## src/rtl/uart_ntt_frame_loader.sv

```systemverilog
`default_nettype none
// ============================================================================
// Module      : uart_ntt_frame_loader
// Description : Turns framed UART bytes (base, length, payload words) into
//               twiddle/data RAM writes for the NTT core. It checks the frame
//               length, enforces an inter-byte timeout, refuses writes while
//               the core is busy, and pulses ntt_start after a good frame.
// Revision    : 1.0 - initial release
// ============================================================================
module uart_ntt_frame_loader #(
  parameter int W            = 32,
  parameter int RADIX        = 16,
  parameter int TIMEOUT_CLKS = 20000
) (
  input  logic                       clk,
  input  logic                       rst,
  input  logic                       rx_dv_i,
  input  logic [7:0]                 rx_byte_i,
  input  logic                       ntt_busy_i,
  output logic                       tw_we_o,
  output logic [$clog2(RADIX/2)-1:0] tw_addr_o,
  output logic [W-1:0]               tw_data_o,
  output logic                       dat_we_o,
  output logic [$clog2(RADIX)-1:0]   dat_addr_o,
  output logic [W-1:0]               dat_data_o,
  output logic                       ntt_start_o,
  output logic                       busy_o,
  output logic                       err_o,
  output logic [1:0]                 err_code_o
);

  localparam int NB     = W / 8;
  localparam int HALF   = RADIX / 2;
  localparam int NPTS   = 3 * RADIX / 2;
  localparam int TW_AW  = $clog2(HALF);
  localparam int DAT_AW = $clog2(RADIX);
  localparam int IW     = $clog2(NPTS + 1);
  localparam int BCW    = (NB > 1) ? $clog2(NB) : 1;
  localparam int TCW    = $clog2(TIMEOUT_CLKS + 1);

  localparam logic [W:0] NPTS_EXT = NPTS;
  localparam logic [1:0] ERR_LEN     = 2'd1;
  localparam logic [1:0] ERR_TIMEOUT = 2'd2;
  localparam logic [1:0] ERR_BUSY    = 2'd3;

  typedef enum logic [2:0] {
    S_IDLE     = 3'd0,
    S_HDR_BASE = 3'd1,
    S_HDR_LEN  = 3'd2,
    S_PAYLOAD  = 3'd3,
    S_START    = 3'd4,
    S_ERROR    = 3'd5
  } state_t;

  state_t          state, state_n;
  logic [BCW-1:0]  byte_cnt;
  logic [W-1:0]    word_reg;
  logic [W-1:0]    asm_word;
  logic [W-1:0]    base_reg;
  logic [W-1:0]    remaining;
  logic [IW-1:0]   idx;
  logic [TCW-1:0]  tcnt;
  logic [W:0]      len_sum;
  logic            word_done;
  logic            collecting;
  logic            in_timed;
  logic            expire;
  logic            len_bad;
  logic            do_write;
  logic            raise_err;
  logic [1:0]      err_val;

  // Word under assembly with the incoming byte dropped into its little-endian slot
  always_comb begin
    asm_word = word_reg;
    for (int k = 0; k < NB; k++) begin
      if (byte_cnt == BCW'(k)) asm_word[8*k +: 8] = rx_byte_i;
    end
  end

  assign word_done  = rx_dv_i && (byte_cnt == BCW'(NB - 1));
  assign collecting = (state == S_IDLE) || (state == S_HDR_BASE) ||
                      (state == S_HDR_LEN) || (state == S_PAYLOAD);
  assign in_timed   = (state == S_HDR_BASE) || (state == S_HDR_LEN) ||
                      (state == S_PAYLOAD) || (state == S_ERROR);
  assign expire     = in_timed && !rx_dv_i && (tcnt == TCW'(TIMEOUT_CLKS - 1));
  // Base + length is formed one bit wider so a huge base cannot wrap past the check
  assign len_sum    = {1'b0, base_reg} + {1'b0, asm_word};
  assign len_bad    = (asm_word == '0) || (len_sum > NPTS_EXT);

  // State register
  always_ff @(posedge clk or posedge rst) begin
    if (rst) state <= S_IDLE;
    else     state <= state_n;
  end

  // Next-state decode, write/error decisions and busy flag
  always_comb begin
    state_n   = state;
    do_write  = 1'b0;
    raise_err = 1'b0;
    err_val   = 2'd0;
    busy_o    = (state != S_IDLE);
    case (state)
      S_IDLE: begin
        if (rx_dv_i) state_n = word_done ? S_HDR_LEN : S_HDR_BASE;
      end
      S_HDR_BASE: begin
        if (expire) begin
          raise_err = 1'b1; err_val = ERR_TIMEOUT; state_n = S_IDLE;
        end else if (word_done) begin
          state_n = S_HDR_LEN;
        end
      end
      S_HDR_LEN: begin
        if (expire) begin
          raise_err = 1'b1; err_val = ERR_TIMEOUT; state_n = S_IDLE;
        end else if (word_done) begin
          if (len_bad) begin
            raise_err = 1'b1; err_val = ERR_LEN; state_n = S_ERROR;
          end else begin
            state_n = S_PAYLOAD;
          end
        end
      end
      S_PAYLOAD: begin
        if (expire) begin
          raise_err = 1'b1; err_val = ERR_TIMEOUT; state_n = S_IDLE;
        end else if (word_done) begin
          if (ntt_busy_i) begin
            raise_err = 1'b1; err_val = ERR_BUSY; state_n = S_ERROR;
          end else begin
            do_write = 1'b1;
            if (remaining == W'(1)) state_n = S_START;
          end
        end
      end
      S_START: state_n = S_IDLE;
      S_ERROR: begin
        if (expire) state_n = S_IDLE;
      end
      default: state_n = S_IDLE;
    endcase
  end

  // Datapath: byte assembly, header capture, RAM writes, timeout and error flags
  always_ff @(posedge clk or posedge rst) begin
    if (rst) begin
      byte_cnt    <= '0;
      word_reg    <= '0;
      base_reg    <= '0;
      remaining   <= '0;
      idx         <= '0;
      tcnt        <= '0;
      tw_we_o     <= 1'b0;
      tw_addr_o   <= '0;
      tw_data_o   <= '0;
      dat_we_o    <= 1'b0;
      dat_addr_o  <= '0;
      dat_data_o  <= '0;
      ntt_start_o <= 1'b0;
      err_o       <= 1'b0;
      err_code_o  <= 2'd0;
    end else begin
      tw_we_o     <= 1'b0;
      dat_we_o    <= 1'b0;
      ntt_start_o <= 1'b0;

      if (rx_dv_i || (state != state_n) || !in_timed) tcnt <= '0;
      else                                             tcnt <= tcnt + 1'b1;

      // Any exit from collection discards a partially assembled word
      if (!collecting || word_done || (state_n == S_IDLE) ||
          (state_n == S_START) || (state_n == S_ERROR)) begin
        byte_cnt <= '0;
        word_reg <= '0;
      end else if (rx_dv_i) begin
        byte_cnt <= byte_cnt + 1'b1;
        word_reg <= asm_word;
      end

      if (word_done && ((state == S_IDLE) || (state == S_HDR_BASE))) base_reg <= asm_word;

      if (word_done && (state == S_HDR_LEN)) begin
        remaining <= asm_word;
        idx       <= base_reg[IW-1:0];
      end

      if (do_write) begin
        if (idx < IW'(HALF)) begin
          tw_we_o   <= 1'b1;
          tw_addr_o <= idx[TW_AW-1:0];
          tw_data_o <= asm_word;
        end else begin
          dat_we_o   <= 1'b1;
          dat_addr_o <= idx[DAT_AW-1:0] - DAT_AW'(HALF);
          dat_data_o <= asm_word;
        end
        idx       <= idx + 1'b1;
        remaining <= remaining - 1'b1;
      end

      if (raise_err) begin
        err_o      <= 1'b1;
        err_code_o <= err_val;
      end

      if (state == S_START) begin
        ntt_start_o <= 1'b1;
        err_o       <= 1'b0;
        err_code_o  <= 2'd0;
      end
    end
  end

endmodule
`default_nettype wire

```

## config.mk

```make
export PLATFORM = sky130hd
export DESIGN_NAME = uart_ntt_frame_loader
export DESIGN_NICKNAME = d
export VERILOG_FILES = /design/src/rtl/uart_ntt_frame_loader.sv
export SDC_FILE = /design/constraint.sdc
export NUM_CORES = 1
export LEC_CHECK = 0
export ABC_AREA = 1
export CORE_MARGIN = 2
export CORE_UTILIZATION = 55
export DETAILED_ROUTE_END_ITERATION = 8
export MAX_ROUTING_LAYER = met4
export PLACE_DENSITY = 0.72
export SLEW_MARGIN = 20
export SYNTH_ARGS = -nofsm -noshare
export SYNTH_HDL_FRONTEND = slang
export SYNTH_SLANG_ARGS = --single-unit
export TNS_END_PERCENT = 50
```

## constraint.sdc

```tcl
create_clock -name clk -period 8.1 [get_ports clk]
set_input_delay 0.81 -clock clk [delete_from_list [all_inputs] [get_ports clk]]
set_output_delay 0.81 -clock clk [all_outputs]
set_load 0.01 [all_outputs]
```

==> results.md <==
* Initial DRC count at about 1100
* Worst path buffer plus inverter count at 4
* Slew Limit Fails at 0
* Static leakage at 6.850 nW
* ANT cells at 0
* Post-Place Setup Slack at roughly 3100 ps
* Worst vdd ir at 246.6 uV
* Post-synthesis sequential area ratio at 41.70%
* Clock latency on the worst-skew pair at ~440 ps
* Most frequent CP cell: nand2_1
* Clock-pin slew on the worst setup and hold paths at 80 ps
* H-Tree Depth at 4
* Crit path arrival time at between 5000 and 6000 ps
* Worst Setup End Kind: flop
* Post-synthesis compound-gate area fraction at 12.60%
* Adder-cell share of the synthesized area at around 4.4%
* Worst hold path class: reg -> reg
* Layout Nets at around 1800
* FILL cells at just under 2000
* Worst Tran Pin Value at 1044 ps
* Global-route wire length before repair at 56750 um
* Setup TNS at 0 ps
* Met2 Wirelength at 16460 um
* Synth unique cells at 44
* Gr ovfl total at 0
* Max stage delay on crit path at 460 ps
* Post-synthesis cell count at roughly 1700
* Cell area power density at 496.3 nW/um^2
* Root Driver: clkbuf_16
* Register area at 4955 um^2
* GR Util All Layers at 33.45%
* Largest family of logic cells by synthesized area: simple AND/OR/NAND/NOR gates
* #FFs+latches synth at just under 200
* DRT antenna net count at 0
* Max Cap Viol at 0
* WP data required at 8460 ps
* Setup crit start kind: flop
* PortBufs at 89
* Detailed-route via count at 11060
* Initial Utilization at 56.35%
* Final period util at 59.90%
* Area of the multi-input gates at 5738 um^2
* Asr flop ratio synth at 100.0%
* Cell Area, Synth at between 10000 and 15000 um^2
* Skew final at 14.25 ps
* CTS resizes at 0
* Post-Synth Simple-Gate Area at 29.54%
* Critical Setup Path Class: reg -> reg
* Initial antenna violation count at 0
* Commonest cells after routing, fill and taps aside: nand2_1 (502), inv_1 (255), dfrtp_1 (198)
* CTS hold repair buffers at 0
* Full die area at 22800 um^2
* TritonCTS clock tree: yes
* Clock sinks at 198
* Rel. slew slack at 30.29%
* WL per Instance at 17.25 um
* Number of global-route vias before repair at 10590
* Number of remaining DRC errors at 0
* Cell taking the most area after synthesis: dfrtp_1
* Largest net degree at the start of global routing at ~130
* Core ar. at 21090 um^2
* Area growth, synth to finish at 15.03%
* Post-Route WL at 35210 um
* Hpwl dp at 25650 um
* Delay-heaviest family, CP: simple AND/OR/NAND/NOR gates
* Synth Area in XOR/XNOR at 1.622%
* Crit path time final at a little under 5000 ps
* Synth Warn # at 0
* Dominant synthesized flop cell: dfrtp_1
* Yosys top cell area share at 41.70%
* Mux cell area share after synthesis at 0%
* Share of layout cells above drive strength 1 at 6.682%
* Detailed route wirelength on metal3 at 2224 um
* Number of synthesized flops with an enable pin at 0
* Status: complete, no violations
* I/O Pins at 90
* Critical-path top delay cell: ha_1
* Final Setup Violations at 0
* Unrepaired setup endpoints after global routing: false
* Synth Area per Inst at 7.094 um^2
* # rows at between 50 and 60
* CTS Buffer Depth at 2
* Hold Fails Final Rpt at 0
* Fin worst setup slack at 3248 ps
* TritonCTS buffer count at 17
* Syn Nets at 1728
* Met1 wire length at approximately 16000 um
* Fmax at between 200 and 250 MHz
* Maximum fanout along the worst path at 34
* Placer congestion estimate at 1.009
* Routed vias/inst at 5.419
* Die Height at 151.0 um
* Top post-synthesis cells by area: dfrtp_1 (42%), nand2_1 (16%), inv_1 (8.1%), o21ai_0 (6.0%), nor2_1 (5.1%)
* First-pass DRT Iterations at 6
* Die W at 151.0 um
* Most common cell after layout, fill and taps aside: nand2_1
* Post-CTS setup repair buffer count at 0
* Top sig layer: met4
-- cell families (layout without fill, tap and decap cells) --
| logic type | after synthesis | after routing |
|---|---|---|
| fa+ha+maj | 41 | 41 |
| xor+xnor | 22 | 22 |
| flops | 198 | 198 |
| buf+inv | 309 | 400 |
| compound gates | 268 | 268 |
| simple gates | 837 | 837 |
-- cell usage after synthesis, types with 2 or more instances --
library cell,n
nand3_2,2
nand3_1,66
o21bai_1,5
a21oi_2,2
o32ai_1,2
nor4_2,2
o221ai_1,12
o211ai_1,10
nor3_1,18
a21o_1,4
nand2_2,8
nor2_1,163
nand3b_1,9
o311ai_0,3
dfrtp_1,198
inv_2,5
o31ai_1,2
o21ai_0,142
ha_1,40
nor3_2,2
nand2_1,503
buf_4,2
buf_6,5
nand4_1,14
inv_1,256
a31oi_1,3
xor2_1,18
buf_2,2
o21ai_1,7
xnor2_1,4
clkbuf_1,38
o22ai_1,8
a21oi_1,63
a32oi_1,3
and2_1,4
nor2_2,41
nor4_1,2
-- report_power, final --
part           internal (mW)  total (mW)  leakage [nW]  switching (mW)
logic                   1.45        4.23          4.02            2.78
clock network          0.456       0.895         0.300           0.439
registers               1.39        1.66          2.53           0.271
total                   3.29        6.78          6.85            3.49
-- per-stage QoR --
step / util, % / cells / hold WS (ps) / cell area [um^2] / total power, mW
global placement: 61.84 / 2009 / 446.8 / 13040 / 5.749
global route: 64.82 / 2041 / 508.1 / 13670 / 7.379
CTS: 64.79 / 2041 / 470.0 / 13660 / 6.745
detailed placement: 61.84 / 2009 / 453.6 / 13040 / 5.809
finish: 64.82 / 2041 / 471.8 / 13670 / 6.783
floorplan: - / 1675 / 432.7 / 11880 / 4.410
-- path summary, 6_finish.rpt --
| path | start | to | slack, ps | depth (start not counted) |
|---|---|---|---|---|
| worst max-delay path | byte_cnt[1]$_DFFE_PP0P_ | byte_cnt[1]$_DFFE_PP0P_ | 3250 | 26 |
| worst min-delay path | tcnt[0]$_DFF_PP0_ | tcnt[0]$_DFF_PP0_ | 470 | 1 |
| worst max register to register | byte_cnt[1]$_DFFE_PP0P_ | byte_cnt[1]$_DFFE_PP0P_ | 3250 | 26 |
| worst min register to register | tcnt[0]$_DFF_PP0_ | tcnt[0]$_DFF_PP0_ | 470 | 1 |
| max in group asynchronous | rst | word_reg[15]$_DFFE_PP0P_ | 5620 | 3 |
| min in group asynchronous | rst | dat_data_o[25]$_DFFE_PP0P_ | 900 | 2 |
-- worst reg2reg max path: stages, from the launching register on --
cell and delay, ps:
dfrtp_1 420, inv_1 140, ha_1 460, inv_1 260
nand2_1 120, nand2_1 280, inv_1 140, ha_1 300
nand2_1 210, inv_1 60, nand2_1 60, nand2_1 130
a21oi_1 210, nand2_1 110, nand2_1 100, nand2_1 50
nand2_1 50, nand2_1 50, nor2_1 140, nand3_1 90
nor2_1 100, nand3_1 220, nand2_1 270, nand3_1 140
nand3_2 130, nand2_4 310, nor2_1 240
-- area by class of cell --
class                           instances  area share (%)
Clock buffer                           18           3.213
Clock inverter                         14           1.337
Inverter                              262           7.250
Multi-Input combinational cell       1168           41.98
Sequential cell                       198           36.25
Tap cell                              275           2.517
Timing Repair Buffer                  106           7.452
-- metal layers --
| layer | up-vias | global-route usage [%] |
|---|---|---|
| li1 | 5448 | - |
| met1 | 5161 | 44.31 |
| met2 | 390 | 53.27 |
| met3 | 61 | 5.090 |
| met4 | 0 | 10.75 |
| met5 | - | - |
(Power assumes the default switching activity.)
